## src/rtl/regfile_pkg.sv

```systemverilog
// Shared defaults and helpers for the bypassing register file and its lock scoreboard.
package regfile_pkg;

    localparam int DEF_WIDTH     = 32;
    localparam int DEF_ADDR_BITS = 4;
    localparam int DEF_NUM_REGS  = 2 ** DEF_ADDR_BITS;

    // Lock vector at the default geometry; parametrised instances size their own.
    typedef logic [DEF_NUM_REGS-1:0] lock_vec_t;

    // True when addr is the hard-wired zero register and that feature is enabled.
    function automatic logic is_zero_reg(input logic [31:0] addr, input bit zero_reg);
        return zero_reg && (addr == 32'd0);
    endfunction

endpackage

```

## src/rtl/regfile_scoreboard.sv

```systemverilog
// Per-register pending-write locks; busy flags let a same-cycle writeback resolve the hazard.
module regfile_scoreboard
    import regfile_pkg::*;
#(
    parameter int ADDR_BITS = DEF_ADDR_BITS,
    parameter bit ZERO_REG  = 1'b1
) (
    input  logic                 clock_i,
    input  logic                 reset_ni,
    input  logic                 lock_en_i,
    input  logic [ADDR_BITS-1:0] lock_addr_i,
    input  logic                 wr_en_i,
    input  logic [ADDR_BITS-1:0] wr_addr_i,
    input  logic [ADDR_BITS-1:0] rd_addr_a_i,
    input  logic [ADDR_BITS-1:0] rd_addr_b_i,
    output logic                 busy_a_o,
    output logic                 busy_b_o
);

    localparam int NUM_REGS = 2 ** ADDR_BITS;

    logic [NUM_REGS-1:0] lock_q;
    logic [NUM_REGS-1:0] lock_d;
    logic                wr_ok;
    logic                lock_ok;

    always_comb begin
        wr_ok   = wr_en_i   && !is_zero_reg(32'(wr_addr_i), ZERO_REG);
        lock_ok = lock_en_i && !is_zero_reg(32'(lock_addr_i), ZERO_REG);
    end

    // Set is applied after clear so a new pending write wins over the retiring one.
    always_comb begin
        lock_d = lock_q;
        if (wr_ok) begin
            lock_d[wr_addr_i] = 1'b0;
        end
        if (lock_ok) begin
            lock_d[lock_addr_i] = 1'b1;
        end
    end

    always_ff @(posedge clock_i or negedge reset_ni) begin
        if (!reset_ni) begin
            lock_q <= '0;
        end else begin
            lock_q <= lock_d;
        end
    end

    always_comb begin
        busy_a_o = lock_q[rd_addr_a_i] && !(wr_ok && (wr_addr_i == rd_addr_a_i));
        busy_b_o = lock_q[rd_addr_b_i] && !(wr_ok && (wr_addr_i == rd_addr_b_i));
    end

endmodule

```

## src/rtl/register_file_bypass.sv

```systemverilog
// N x WIDTH register file: one write port, two registered read ports with write bypass.
module register_file_bypass
    import regfile_pkg::*;
#(
    parameter int WIDTH     = DEF_WIDTH,
    parameter int ADDR_BITS = DEF_ADDR_BITS,
    parameter bit ZERO_REG  = 1'b1
) (
    input  logic                 clock,
    input  logic                 reset,
    input  logic                 wr_en,
    input  logic [ADDR_BITS-1:0] wr_addr,
    input  logic [WIDTH-1:0]     wr_data,
    input  logic                 rd_en,
    input  logic [ADDR_BITS-1:0] rd_addr_a,
    input  logic [ADDR_BITS-1:0] rd_addr_b,
    output logic [WIDTH-1:0]     rd_data_a,
    output logic [WIDTH-1:0]     rd_data_b,
    output logic                 rd_valid,
    input  logic                 lock_en,
    input  logic [ADDR_BITS-1:0] lock_addr,
    output logic                 busy_a,
    output logic                 busy_b
);

    localparam int NUM_REGS = 2 ** ADDR_BITS;

    logic [WIDTH-1:0] regs_q [NUM_REGS];
    logic [WIDTH-1:0] rd_data_a_q;
    logic [WIDTH-1:0] rd_data_a_d;
    logic [WIDTH-1:0] rd_data_b_q;
    logic [WIDTH-1:0] rd_data_b_d;
    logic             rd_valid_q;
    logic             wr_ok;

    always_comb begin
        wr_ok = wr_en && !is_zero_reg(32'(wr_addr), ZERO_REG);
    end

    always_ff @(posedge clock or negedge reset) begin
        if (!reset) begin
            for (int i = 0; i < NUM_REGS; i++) begin
                regs_q[i] <= '0;
            end
        end else if (wr_ok) begin
            regs_q[wr_addr] <= wr_data;
        end
    end

    // Zero register takes priority over the bypass path.
    always_comb begin
        if (is_zero_reg(32'(rd_addr_a), ZERO_REG)) begin
            rd_data_a_d = '0;
        end else if (wr_ok && (wr_addr == rd_addr_a)) begin
            rd_data_a_d = wr_data;
        end else begin
            rd_data_a_d = regs_q[rd_addr_a];
        end

        if (is_zero_reg(32'(rd_addr_b), ZERO_REG)) begin
            rd_data_b_d = '0;
        end else if (wr_ok && (wr_addr == rd_addr_b)) begin
            rd_data_b_d = wr_data;
        end else begin
            rd_data_b_d = regs_q[rd_addr_b];
        end
    end

    always_ff @(posedge clock or negedge reset) begin
        if (!reset) begin
            rd_data_a_q <= '0;
            rd_data_b_q <= '0;
            rd_valid_q  <= 1'b0;
        end else begin
            rd_valid_q <= rd_en;
            if (rd_en) begin
                rd_data_a_q <= rd_data_a_d;
                rd_data_b_q <= rd_data_b_d;
            end
        end
    end

    assign rd_data_a = rd_data_a_q;
    assign rd_data_b = rd_data_b_q;
    assign rd_valid  = rd_valid_q;

    regfile_scoreboard #(
        .ADDR_BITS (ADDR_BITS),
        .ZERO_REG  (ZERO_REG)
    ) u_scoreboard (
        .clock_i     (clock),
        .reset_ni    (reset),
        .lock_en_i   (lock_en),
        .lock_addr_i (lock_addr),
        .wr_en_i     (wr_en),
        .wr_addr_i   (wr_addr),
        .rd_addr_a_i (rd_addr_a),
        .rd_addr_b_i (rd_addr_b),
        .busy_a_o    (busy_a),
        .busy_b_o    (busy_b)
    );

endmodule

```

## config.mk

```make
export PLATFORM = sky130hd
export DESIGN_NAME = register_file_bypass
export DESIGN_NICKNAME = d
export VERILOG_FILES = /design/src/rtl/regfile_pkg.sv /design/src/rtl/regfile_scoreboard.sv /design/src/rtl/register_file_bypass.sv
export SDC_FILE = /design/constraint.sdc
export NUM_CORES = 1
export LEC_CHECK = 0
export CAP_MARGIN = 30
export CORE_ASPECT_RATIO = 0.75
export CORE_MARGIN = 2
export CORE_UTILIZATION = 55
export CTS_CLUSTER_DIAMETER = 60
export DETAILED_ROUTE_END_ITERATION = 7
export PLACE_DENSITY = 0.81
export SYNTH_ARGS = -nofsm -noshare
export SYNTH_HDL_FRONTEND = slang
export SYNTH_SLANG_ARGS = --single-unit
```

## constraint.sdc

```tcl
create_clock -name clock -period 3 [get_ports clock]
set_input_delay 0.6 -clock clock [delete_from_list [all_inputs] [get_ports clock]]
set_output_delay 0.6 -clock clock [all_outputs]
set_load 0.01 [all_outputs]
```

==> flow_summary.ini <==
[yosys]
synthesis.area_sq_um = 30760
netlist_instances = 2147
synth-seq-cells = 593
ys_seq_area_share_pct = 48.25
avgSynthCellArea_sq_um = 14.33
synth_top_area_share_pct = 48.25
synth_warnings = 0
ys_top_cells_by_area = dfrtp_1 (48%), mux4_2 (17%), mux2_2 (11%), mux2_1 (8.7%), mux2i_1 (2.1%)
synth_top_area_cell = dfrtp_1
yosysUniqueCellTypes = 37
postSynth.asyncResetShare_pct = 100.0
synth_nets = 2200
synth_edf_count = 0
ys.flop_type = dfrtp_1

[clock_tree]
clk_pin_slew_ps = 70
clock_path_buffers = 3
tritoncts = built
clk_latency_ps = 630
cts_root_buffer = clkbuf_16
cts_sinks = 593
cts_buffers = 58
ctsHtreeMaxLevel = 2

[die]
die-area_sq_um = 57850
placementRows = 75
initial_utilization_pct = 55.36
core_sq_um = 55550
fp.dieW_microns = 277.1
ios = 120
die_h_microns = 208.8

[worst_setup_path]
reg2reg_slack_ps = 1110
worst-setup-path-type = in2out
arrival_ps = 2290
cp-end-kind = output pin
rr_worst_depth = 5
worstPathMaxFanout = 2
r2r_start = regs_q[510]
startpoint_type = input port
path_cells = clkdlybuf4s50_1 > o41ai_4 > buf_4 > buf_4 > nor4_4 > a211oi_1 > buf_4 > buf_4
cp_common_cell = buf_4
reg2reg_to = rd_data_a[30]
cpMaxStageDelayCell = clkdlybuf4s50_1
slowest_delay_ps = 470
cp_data_required_time_ps = 2400

[timing]
hold_violations = 0
grt_setup_unrepaired = false
slew_viol_final = 0
setup_ws_ps = 107.7
clock.fmax_mhz = 345.7
fin_tns_setup_ps = 0
slew-limit-headroom_pct = 31.67
fin_crit_ps = 2892
tightest_slew_ps = 1025
skew_ps = 8.832
post-route-period-util_pct = 96.41
finalSetupViolations = 0

[placement]
io_buffer_count = 119
gp_congestion = 0.9002
hpwl_mm = 49.12
dp_cells = 2847
dp_slack_ps = -282.9

[power]
p_per_area_nw_per_um2 = 687.6
vdd_drop_max_uv = 453.6
cellLeakagePower_nw = 14.54

[global_routing]
grt_max_degree = 80
grt_use_total_pct = 30.55
gr-usage-met1_pct = 43.01
antenna_found_initial = 3
grt_pass1_wl_mm = 133.4
grt_pass1_vias = 21120
use_met3_pct = 9.638
use_met2_pct = 45.61
grt-ovfl-total = 0
top_usage_layer = met2

[detailed_routing]
wl_mm = 87.35
viasPerCell = 6.916
drc = 0
vias = 20440
drt-initial-drc-count = 2564
drt_pass1_iterations = 6
wl_per_cell_microns = 29.56
antenna_left = 0

[final_layout]
layout.nets = 2231
mostFrequentLayoutCell = dfrtp_1
final_layout_size_suffix_gt1_share_pct = 34.50
area_growth_pct = 13.82
final_cell_mix = dfrtp_1 (593), mux2_2 (307), mux2_1 (237)
final_cells = 2955
postLayoutCoreUtil_pct = 63.01

[worst_hold_path]
worstHoldStart = regs_q[497]
holdPathEnd = regs_q[497]
min_path_cells = 0
hold_class = reg2reg

[flow_run]
maxCapViolations = 0

[outcome]
status = finished clean
-- flip-flops by register name, summed over array words and instances (netlist names) --
name	count
rd_data_a	32
rd_data_b	32
rd_valid	1
regs_q	512
u_scoreboard.lock_q	16
-- cells in the mapped netlist (4+ instances only) --
| cell | number |
|---|---|
| xnor2_1 | 4 |
| mux4_2 | 232 |
| nand2_1 | 9 |
| buf_6 | 4 |
| buf_1 | 18 |
| nand2b_1 | 5 |
| a21oi_1 | 32 |
| or3_1 | 4 |
| a221o_1 | 32 |
| o21ai_0 | 31 |
| clkbuf_1 | 127 |
| mux2i_1 | 66 |
| mux2_1 | 237 |
| inv_1 | 35 |
| nor2b_1 | 67 |
| mux2_2 | 307 |
| nand3b_1 | 4 |
| a211oi_1 | 36 |
| buf_2 | 86 |
| o21ai_1 | 51 |
| nor2_1 | 43 |
| dfrtp_1 | 593 |
| xor2_1 | 4 |
| o22ai_1 | 96 |
| buf_4 | 5 |
-- where the power goes --
group	switching [W]	internal (W)	total (W)
sequential	0.00144	0.00973	0.0112
clock	0.00321	0.00438	0.00759
combinational	0.00206	0.00325	0.00531
-- logic make-up (layout without fill, tap and decap cells) --
| group | after synthesis | count (layout) | share of synthesized area, % |
|---|---|---|---|
| multiplexers | 842 | 842 | 39.05 |
| flip-flops | 593 | 593 | 48.25 |
| AO/OA/AOI/OAI | 287 | 287 | 6.021 |
| buffers and inverters | 278 | 354 | 4.011 |
| AND/OR/NAND/NOR | 139 | 139 | 2.441 |
| XOR/XNOR | 8 | 8 | 0.2278 |
| other | 0 | 1 | 0 |
-- worst max-delay path by stage --
stage	startpoint	end	slack (ps)	depth (start not counted)
floorplan	rd_addr_a[0]	busy_a	410	6
global placement	wr_addr[1]	busy_b	-230	7
detailed placement	wr_addr[1]	busy_b	-280	7
CTS	u_scoreboard.lock_q[3]	busy_a	6	6
global route	u_scoreboard.lock_q[3]	busy_b	60	6
finish	wr_addr[2]	busy_b	110	8
-- routing by layer --
metal  vias up  part of all wire [%]
met3       216                    12
li1       8230                     -
met5         -                 0.032
met2      1212                    45
met1     10780                    40
met4         4                   3.2
-- final cells by class --
cell class              instances  area (sq um)
flip-flops and latches        593         14840
multi-input cells            1276         14830
inverters                      35         131.4
diodes                          1         2.502
clock buffers                  81          1702
clock inverters                24         264.0
repair buffers                214          2326
well taps                     731         914.6
fillers                      3850         20550
-- critical path: cells and delay by family --
family / cells / cell delay, ps
buffers and inverters: 5 / 1070
AOI/OAI and AO/OA: 2 / 590
and+or+nand+nor: 1 / 40
-- timing repair --
item / in CTS / in global routing
setup endpoints to repair: 2 / 1
endpoints found under the hold margin: 54 / 0
setup buffers: 1 / 0
hold buffers: 1 / 0
resized for setup: 7 / 4
pin swaps: 1 / 1
-- stage by stage --
step	total power [W]	hold slack [ps]	instance area, sq um
final	0.02407	395.1	35010
after global routing	0.02501	409.0	35000
after floorplan	0.01450	304.4	30760
after global placement	0.01613	382.8	33000
after CTS	0.02408	398.1	35000
after detailed placement	0.01646	383.3	33000
(Power assumes the default switching activity.)
